`config.mk`:
```
export PLATFORM = sky130hd
export DESIGN_NAME = somador_serial
export DESIGN_NICKNAME = d
export VERILOG_FILES = /design/src/rtl/somador_serial.sv
export SDC_FILE = /design/constraint.sdc
export NUM_CORES = 1
export LEC_CHECK = 0
export BUFFER_PORTS_ARGS = -buffer_cell sky130_fd_sc_hd__buf_4
export CAP_MARGIN = 15
export CORE_MARGIN = 2
export CORE_UTILIZATION = 50
export CTS_CLUSTER_DIAMETER = 50
export CTS_CLUSTER_SIZE = 8
export DETAILED_ROUTE_END_ITERATION = 7
export PLACE_DENSITY = 0.7
export SYNTH_ARGS = -nofsm -noshare
export SYNTH_HDL_FRONTEND = slang
export SYNTH_SLANG_ARGS = --single-unit
```
`constraint.sdc`:
```
create_clock -name clk -period 8.6 [get_ports clk]
set_input_delay 1.29 -clock clk [delete_from_list [all_inputs] [get_ports clk]]
set_output_delay 1.29 -clock clk [all_outputs]
set_load 0.02 [all_outputs]
```
`src/rtl/somador_serial.sv`:
```
// somador_serial: handshaked multi-cycle adder, FATIA bits per clock, LSB slice first.
// One FATIA-bit adder plus a registered carry walks the operands over N = LARGURA/FATIA cycles.
// Optional feature macro: SOMADOR_SUB_EN adds the sub port (a - b - cin, cout = borrow).
module somador_serial #(
  parameter int LARGURA = 32,
  parameter int FATIA   = 8
) (
  input  logic               clk,
  input  logic               rst,
  input  logic               in_valid,
  output logic               in_ready,
  input  logic [LARGURA-1:0] a,
  input  logic [LARGURA-1:0] b,
  input  logic               cin,
`ifdef SOMADOR_SUB_EN
  input  logic               sub,
`endif
  output logic               out_valid,
  input  logic               out_ready,
  output logic [LARGURA-1:0] s,
  output logic               cout,
  output logic               ovf,
  output logic               zero
);

  localparam int N  = LARGURA / FATIA;
  localparam int CW = (N > 1) ? $clog2(N) : 1;

  typedef enum logic [1:0] {OCIOSO, SOMANDO, PRONTO} estado_t;

  estado_t              estado_q, estado_d;
  logic [LARGURA-1:0]   a_q, a_d, b_q, b_d, s_q, s_d;
  logic                 carry_q, carry_d;
  logic [CW-1:0]        cnt_q, cnt_d;
  logic                 cout_q, cout_d, ovf_q, ovf_d, zero_q, zero_d;
`ifdef SOMADOR_SUB_EN
  logic                 sub_q, sub_d;
`endif

  logic [FATIA-1:0]     fa, fb, fs;
  logic                 fc, msb_cin;

  // Single slice adder: slice cnt_q of the latched operands plus the running carry.
  always_comb begin
    fa      = a_q[int'(cnt_q)*FATIA +: FATIA];
    fb      = b_q[int'(cnt_q)*FATIA +: FATIA];
    {fc, fs} = {1'b0, fa} + {1'b0, fb} + {{FATIA{1'b0}}, carry_q};
    // Carry into the top bit of the slice, recovered from its sum bit.
    msb_cin = fa[FATIA-1] ^ fb[FATIA-1] ^ fs[FATIA-1];
  end

  // Next-state logic: accept, walk the slices, hold the result until consumed.
  always_comb begin
    estado_d = estado_q;
    a_d      = a_q;
    b_d      = b_q;
    s_d      = s_q;
    carry_d  = carry_q;
    cnt_d    = cnt_q;
    cout_d   = cout_q;
    ovf_d    = ovf_q;
    zero_d   = zero_q;
`ifdef SOMADOR_SUB_EN
    sub_d    = sub_q;
`endif
    case (estado_q)
      OCIOSO: begin
        if (in_valid) begin
          a_d     = a;
          b_d     = b;
          carry_d = cin;
          cnt_d   = '0;
`ifdef SOMADOR_SUB_EN
          // Subtraction as a + ~b + ~cin; sub is remembered to flip the final carry into a borrow.
          sub_d   = sub;
          if (sub) begin
            b_d     = ~b;
            carry_d = ~cin;
          end
`endif
          estado_d = SOMANDO;
        end
      end
      SOMANDO: begin
        s_d[int'(cnt_q)*FATIA +: FATIA] = fs;
        carry_d = fc;
        cnt_d   = cnt_q + CW'(1);
        if (cnt_q == CW'(N-1)) begin
`ifdef SOMADOR_SUB_EN
          cout_d = fc ^ sub_q;
`else
          cout_d = fc;
`endif
          ovf_d    = msb_cin ^ fc;
          zero_d   = (s_d == '0);
          cnt_d    = '0;
          estado_d = PRONTO;
        end
      end
      PRONTO: begin
        if (out_ready) estado_d = OCIOSO;
      end
      default: estado_d = OCIOSO;
    endcase
  end

  // State registers; reset aborts any operation in flight.
  always_ff @(posedge clk or posedge rst) begin
    if (rst) begin
      estado_q <= OCIOSO;
      a_q      <= '0;
      b_q      <= '0;
      s_q      <= '0;
      carry_q  <= 1'b0;
      cnt_q    <= '0;
      cout_q   <= 1'b0;
      ovf_q    <= 1'b0;
      zero_q   <= 1'b0;
`ifdef SOMADOR_SUB_EN
      sub_q    <= 1'b0;
`endif
    end else begin
      estado_q <= estado_d;
      a_q      <= a_d;
      b_q      <= b_d;
      s_q      <= s_d;
      carry_q  <= carry_d;
      cnt_q    <= cnt_d;
      cout_q   <= cout_d;
      ovf_q    <= ovf_d;
      zero_q   <= zero_d;
`ifdef SOMADOR_SUB_EN
      sub_q    <= sub_d;
`endif
    end
  end

  assign in_ready  = (estado_q == OCIOSO);
  assign out_valid = (estado_q == PRONTO);
  assign s         = s_q;
  assign cout      = cout_q;
  assign ovf       = ovf_q;
  assign zero      = zero_q;

endmodule
```
==> reports/summary.json <==
{
  "layout": {
    "layout-drive-gt1-share_pct": 45.0,
    "fill_cells": 801,
    "synthToLayoutAreaGrowth_pct": 22.1,
    "antennaDiodeCount": 0,
    "register_area_um2": 2600,
    "final_area_um2": 6000,
    "multi_input_area_um2": 2190,
    "num-nets-final": 555
  },
  "job": {
    "max_cap_violations": 0
  },
  "synth": {
    "synth.top_cells.by_area": "sky130_fd_sc_hd__dfrtp_1, sky130_fd_sc_hd__mux2_2, sky130_fd_sc_hd__mux4_2, sky130_fd_sc_hd__a22o_1, sky130_fd_sc_hd__ha_1",
    "synth.net_count": 455,
    "synthMostInstantiatedCell": "sky130_fd_sc_hd__dfrtp_1",
    "yosysWarnings": 0,
    "yosysTopAreaCellShare_pct": 53.0,
    "mappedNetlistArea_um2": 4910,
    "async_reset_ff_share_pct": 100,
    "average_size_of_a_mapped_cell_um2": 13.2,
    "yosysTopAreaCell": "sky130_fd_sc_hd__dfrtp_1",
    "seq_area_frac_synth_pct": 53.0,
    "synth_enable_flop_cells": 0,
    "post_synth_num_cell_types": 45,
    "synth_ff_type": "sky130_fd_sc_hd__dfrtp_1",
    "synth_cells": 371,
    "ys_top_cells_by_count": "sky130_fd_sc_hd__dfrtp_1, sky130_fd_sc_hd__mux2_2, sky130_fd_sc_hd__nand2_1, sky130_fd_sc_hd__a22o_1, sky130_fd_sc_hd__mux4_2",
    "ys_ff_latch": 104
  },
  "global_route": {
    "antenna_found_initial": 0,
    "grt_util_all_layers_pct": 21.5,
    "global_route_wire_length_before_repair_mm": 17.2,
    "largest_net_degree_at_the_start_of_global_routing": 81,
    "global_route.overflow_total": 0,
    "vias_in_the_first_global_route": 3409
  },
  "routing": {
    "drt_first_iter_violations": 190,
    "drt-pass1-iter-count": 4,
    "total_vias_in_the_final_route": 3417,
    "detail_route.wl_per_cell_um": 17.4,
    "drt_wl_total_mm": 10.6,
    "route.antenna.remaining_nets": 0,
    "routed_via_density": 5.61,
    "detail_route.drc_violations": 0
  },
  "setup_path": {
    "setup.worst_path.class": "register to register",
    "timing.critical_path.to": "zero",
    "critPathRequiredTime_ns": 8.86,
    "worst_path_arrival_time_ns": 3.67,
    "critical_path_start": "cnt_q[1]",
    "regToRegEndpoint": "zero",
    "worstSetupStartpointType": "register",
    "rrSetupSlack_ns": 5.19,
    "timing.rr.start": "cnt_q[1]",
    "worst_setup_path_end_kind": "register",
    "r2r_cells": 10,
    "maximum_fanout_count_along_the_critical_path": 20
  },
  "place": {
    "finalWeightedCongestion": 0.896,
    "hpwlAfterDp_mm": 7.66,
    "placedInstanceArea_um2": 5810,
    "place.port_buffers": 105
  },
  "cts": {
    "path_clk_slew_ns": 0.10,
    "cts_buffers": 9,
    "tritoncts": "built",
    "clock_tree.root_cell": "sky130_fd_sc_hd__clkbuf_8",
    "post_cts.repair.setup_buffers": 0,
    "clkSinkCount": 104,
    "cts-hold-fix-buffers": 0,
    "htree_levels": 3,
    "max-clock-path-buffers": 2,
    "clk_latency_ns": 0.37,
    "postCtsResizedCells": 0
  },
  "sta": {
    "clock-skew-final_ns": 0.0120,
    "final_min_period_over_clock_period_pct": 39.7,
    "hold_violation_count_in_the_final_report": 0,
    "grt_setup_unrepaired": "false",
    "maxSlewHeadroom_pct": 34.2,
    "finalSetupViolCount": 0,
    "timing.final.crit_period_ns": 3.41,
    "setup_total_negative_slack_ns": 0,
    "worstMarginPinSlew_ns": 0.987,
    "final_max_slew_viol_count": 0,
    "maxClockFrequency_ghz": 0.293
  },
  "hold_path": {
    "hold-path-cell-count": 1,
    "timing.hold.worst.class": "register to register"
  },
  "floorplanning": {
    "start_util_pct": 50.9,
    "die_width_um": 103,
    "die_y_um": 103,
    "coreArea_um2": 9640,
    "floorplan.die_area_um2": 10600,
    "num_io_pins": 106,
    "placementRows": 36
  },
  "outcome": {
    "status": "finished clean"
  },
  "power": {
    "power.density_nw_per_um2": 467,
    "power.static_leakage_nw": 2.74,
    "power.ir.vdd_worst_uv": 274
  }
}
-- power by group --
part | switching (mW) | total, mW | internal (mW)
Combinational | 0.910 | 1.65 | 0.740
Clock | 0.176 | 0.294 | 0.118
Sequential | 0.147 | 0.857 | 0.709
Total | 1.23 | 2.80 | 1.57
-- how the worst min path moves through the flow --
stage,slack (ns),from,endpoint
after floorplan,0.48,a_q[18],a_q[18]
after global placement,0.49,b_q[17],b_q[17]
after detailed placement,0.49,a_q[23],a_q[23]
after CTS,0.52,a_q[23],a_q[23]
after global routing,0.53,b_q[24],b_q[24]
final,0.51,a_q[3],a_q[3]
-- state kept, by name, summed over array words and instances, names as in the netlist --
name,flops
cnt_q,2
estado_q,2
ovf,1
a_q,32
zero,1
s,32
b_q,32
cout,1
carry_q,1
-- through the flow --
step | cells | utilization, % | hold slack (ns) | power, mW | setup slack, ns
2_1_floorplan | 371 | - | 0.475 | 2.02 | 4.58
3_5_place_dp | 593 | 60.3 | 0.493 | 2.51 | 5.16
4_1_cts | 609 | 62.2 | 0.516 | 2.81 | 5.12
3_3_place_gp | 593 | 60.3 | 0.486 | 2.48 | 5.21
6_report | 609 | 62.2 | 0.512 | 2.80 | 5.19
5_1_grt | 609 | 62.2 | 0.529 | 3.02 | 4.89
-- layer usage --
layer	part of all wire, %	vias to the layer above	track usage (%)	wire (µm)
met5	0	-	0	0
met4	2.0	0	7.69	213
met3	5.4	18	4.14	574
met2	49	104	35.0	5220
met1	43	1722	29.0	4610
li1	-	1573	-	-
-- cells by family (layout without fill, tap and decap cells) --
family	Yosys count	after routing	synth area share, %
flip-flops	104	104	53.0
multiplexers	81	81	22.2
AND/OR/NAND/NOR	72	72	7.49
AO/OA/AOI/OAI	67	67	10.2
buffers and inverters	29	134	2.47
adder cells (fa/ha/maj)	15	15	4.13
XOR/XNOR	3	3	0.535
-- placed cells by master, fill, tap and decap left out, types with 9 or more instances in the layout --
| cell type | Yosys | layout |
|---|---|---|
| sky130_fd_sc_hd__dfrtp_1 | 104 | 104 |
| sky130_fd_sc_hd__nand2_1 | 25 | 25 |
| sky130_fd_sc_hd__clkbuf_8 | 0 | 10 |
| sky130_fd_sc_hd__o21ai_0 | 14 | 14 |
| sky130_fd_sc_hd__ha_1 | 13 | 13 |
| sky130_fd_sc_hd__buf_4 | 1 | 108 |
| sky130_fd_sc_hd__a22o_1 | 23 | 23 |
| sky130_fd_sc_hd__mux4_2 | 16 | 16 |
| sky130_fd_sc_hd__inv_1 | 10 | 9 |
| sky130_fd_sc_hd__nor2_1 | 12 | 12 |
| sky130_fd_sc_hd__mux2_2 | 64 | 64 |
-- critical path: stages, from the launching register on --
cell and delay [ns]:
sky130_fd_sc_hd__dfrtp_1 0.91, sky130_fd_sc_hd__mux4_2 0.44, sky130_fd_sc_hd__fa_1 0.42, sky130_fd_sc_hd__inv_1 0.08
sky130_fd_sc_hd__fa_1 0.21, sky130_fd_sc_hd__nor2b_1 0.07, sky130_fd_sc_hd__o31a_2 0.31, sky130_fd_sc_hd__a21oi_1 0.46
sky130_fd_sc_hd__a211oi_2 0.06, sky130_fd_sc_hd__a41oi_1 0.24, sky130_fd_sc_hd__o31ai_1 0.10
-- final cells by class --
cell class | instances | area share [%]
inverters | 10 | 0.668
well taps | 133 | 2.77
clock inverters | 6 | 0.876
multi-input cells | 238 | 36.5
repair buffers | 108 | 13.5
flip-flops and latches | 104 | 43.4
clock buffers | 10 | 2.29
(Power assumes the default switching activity.)
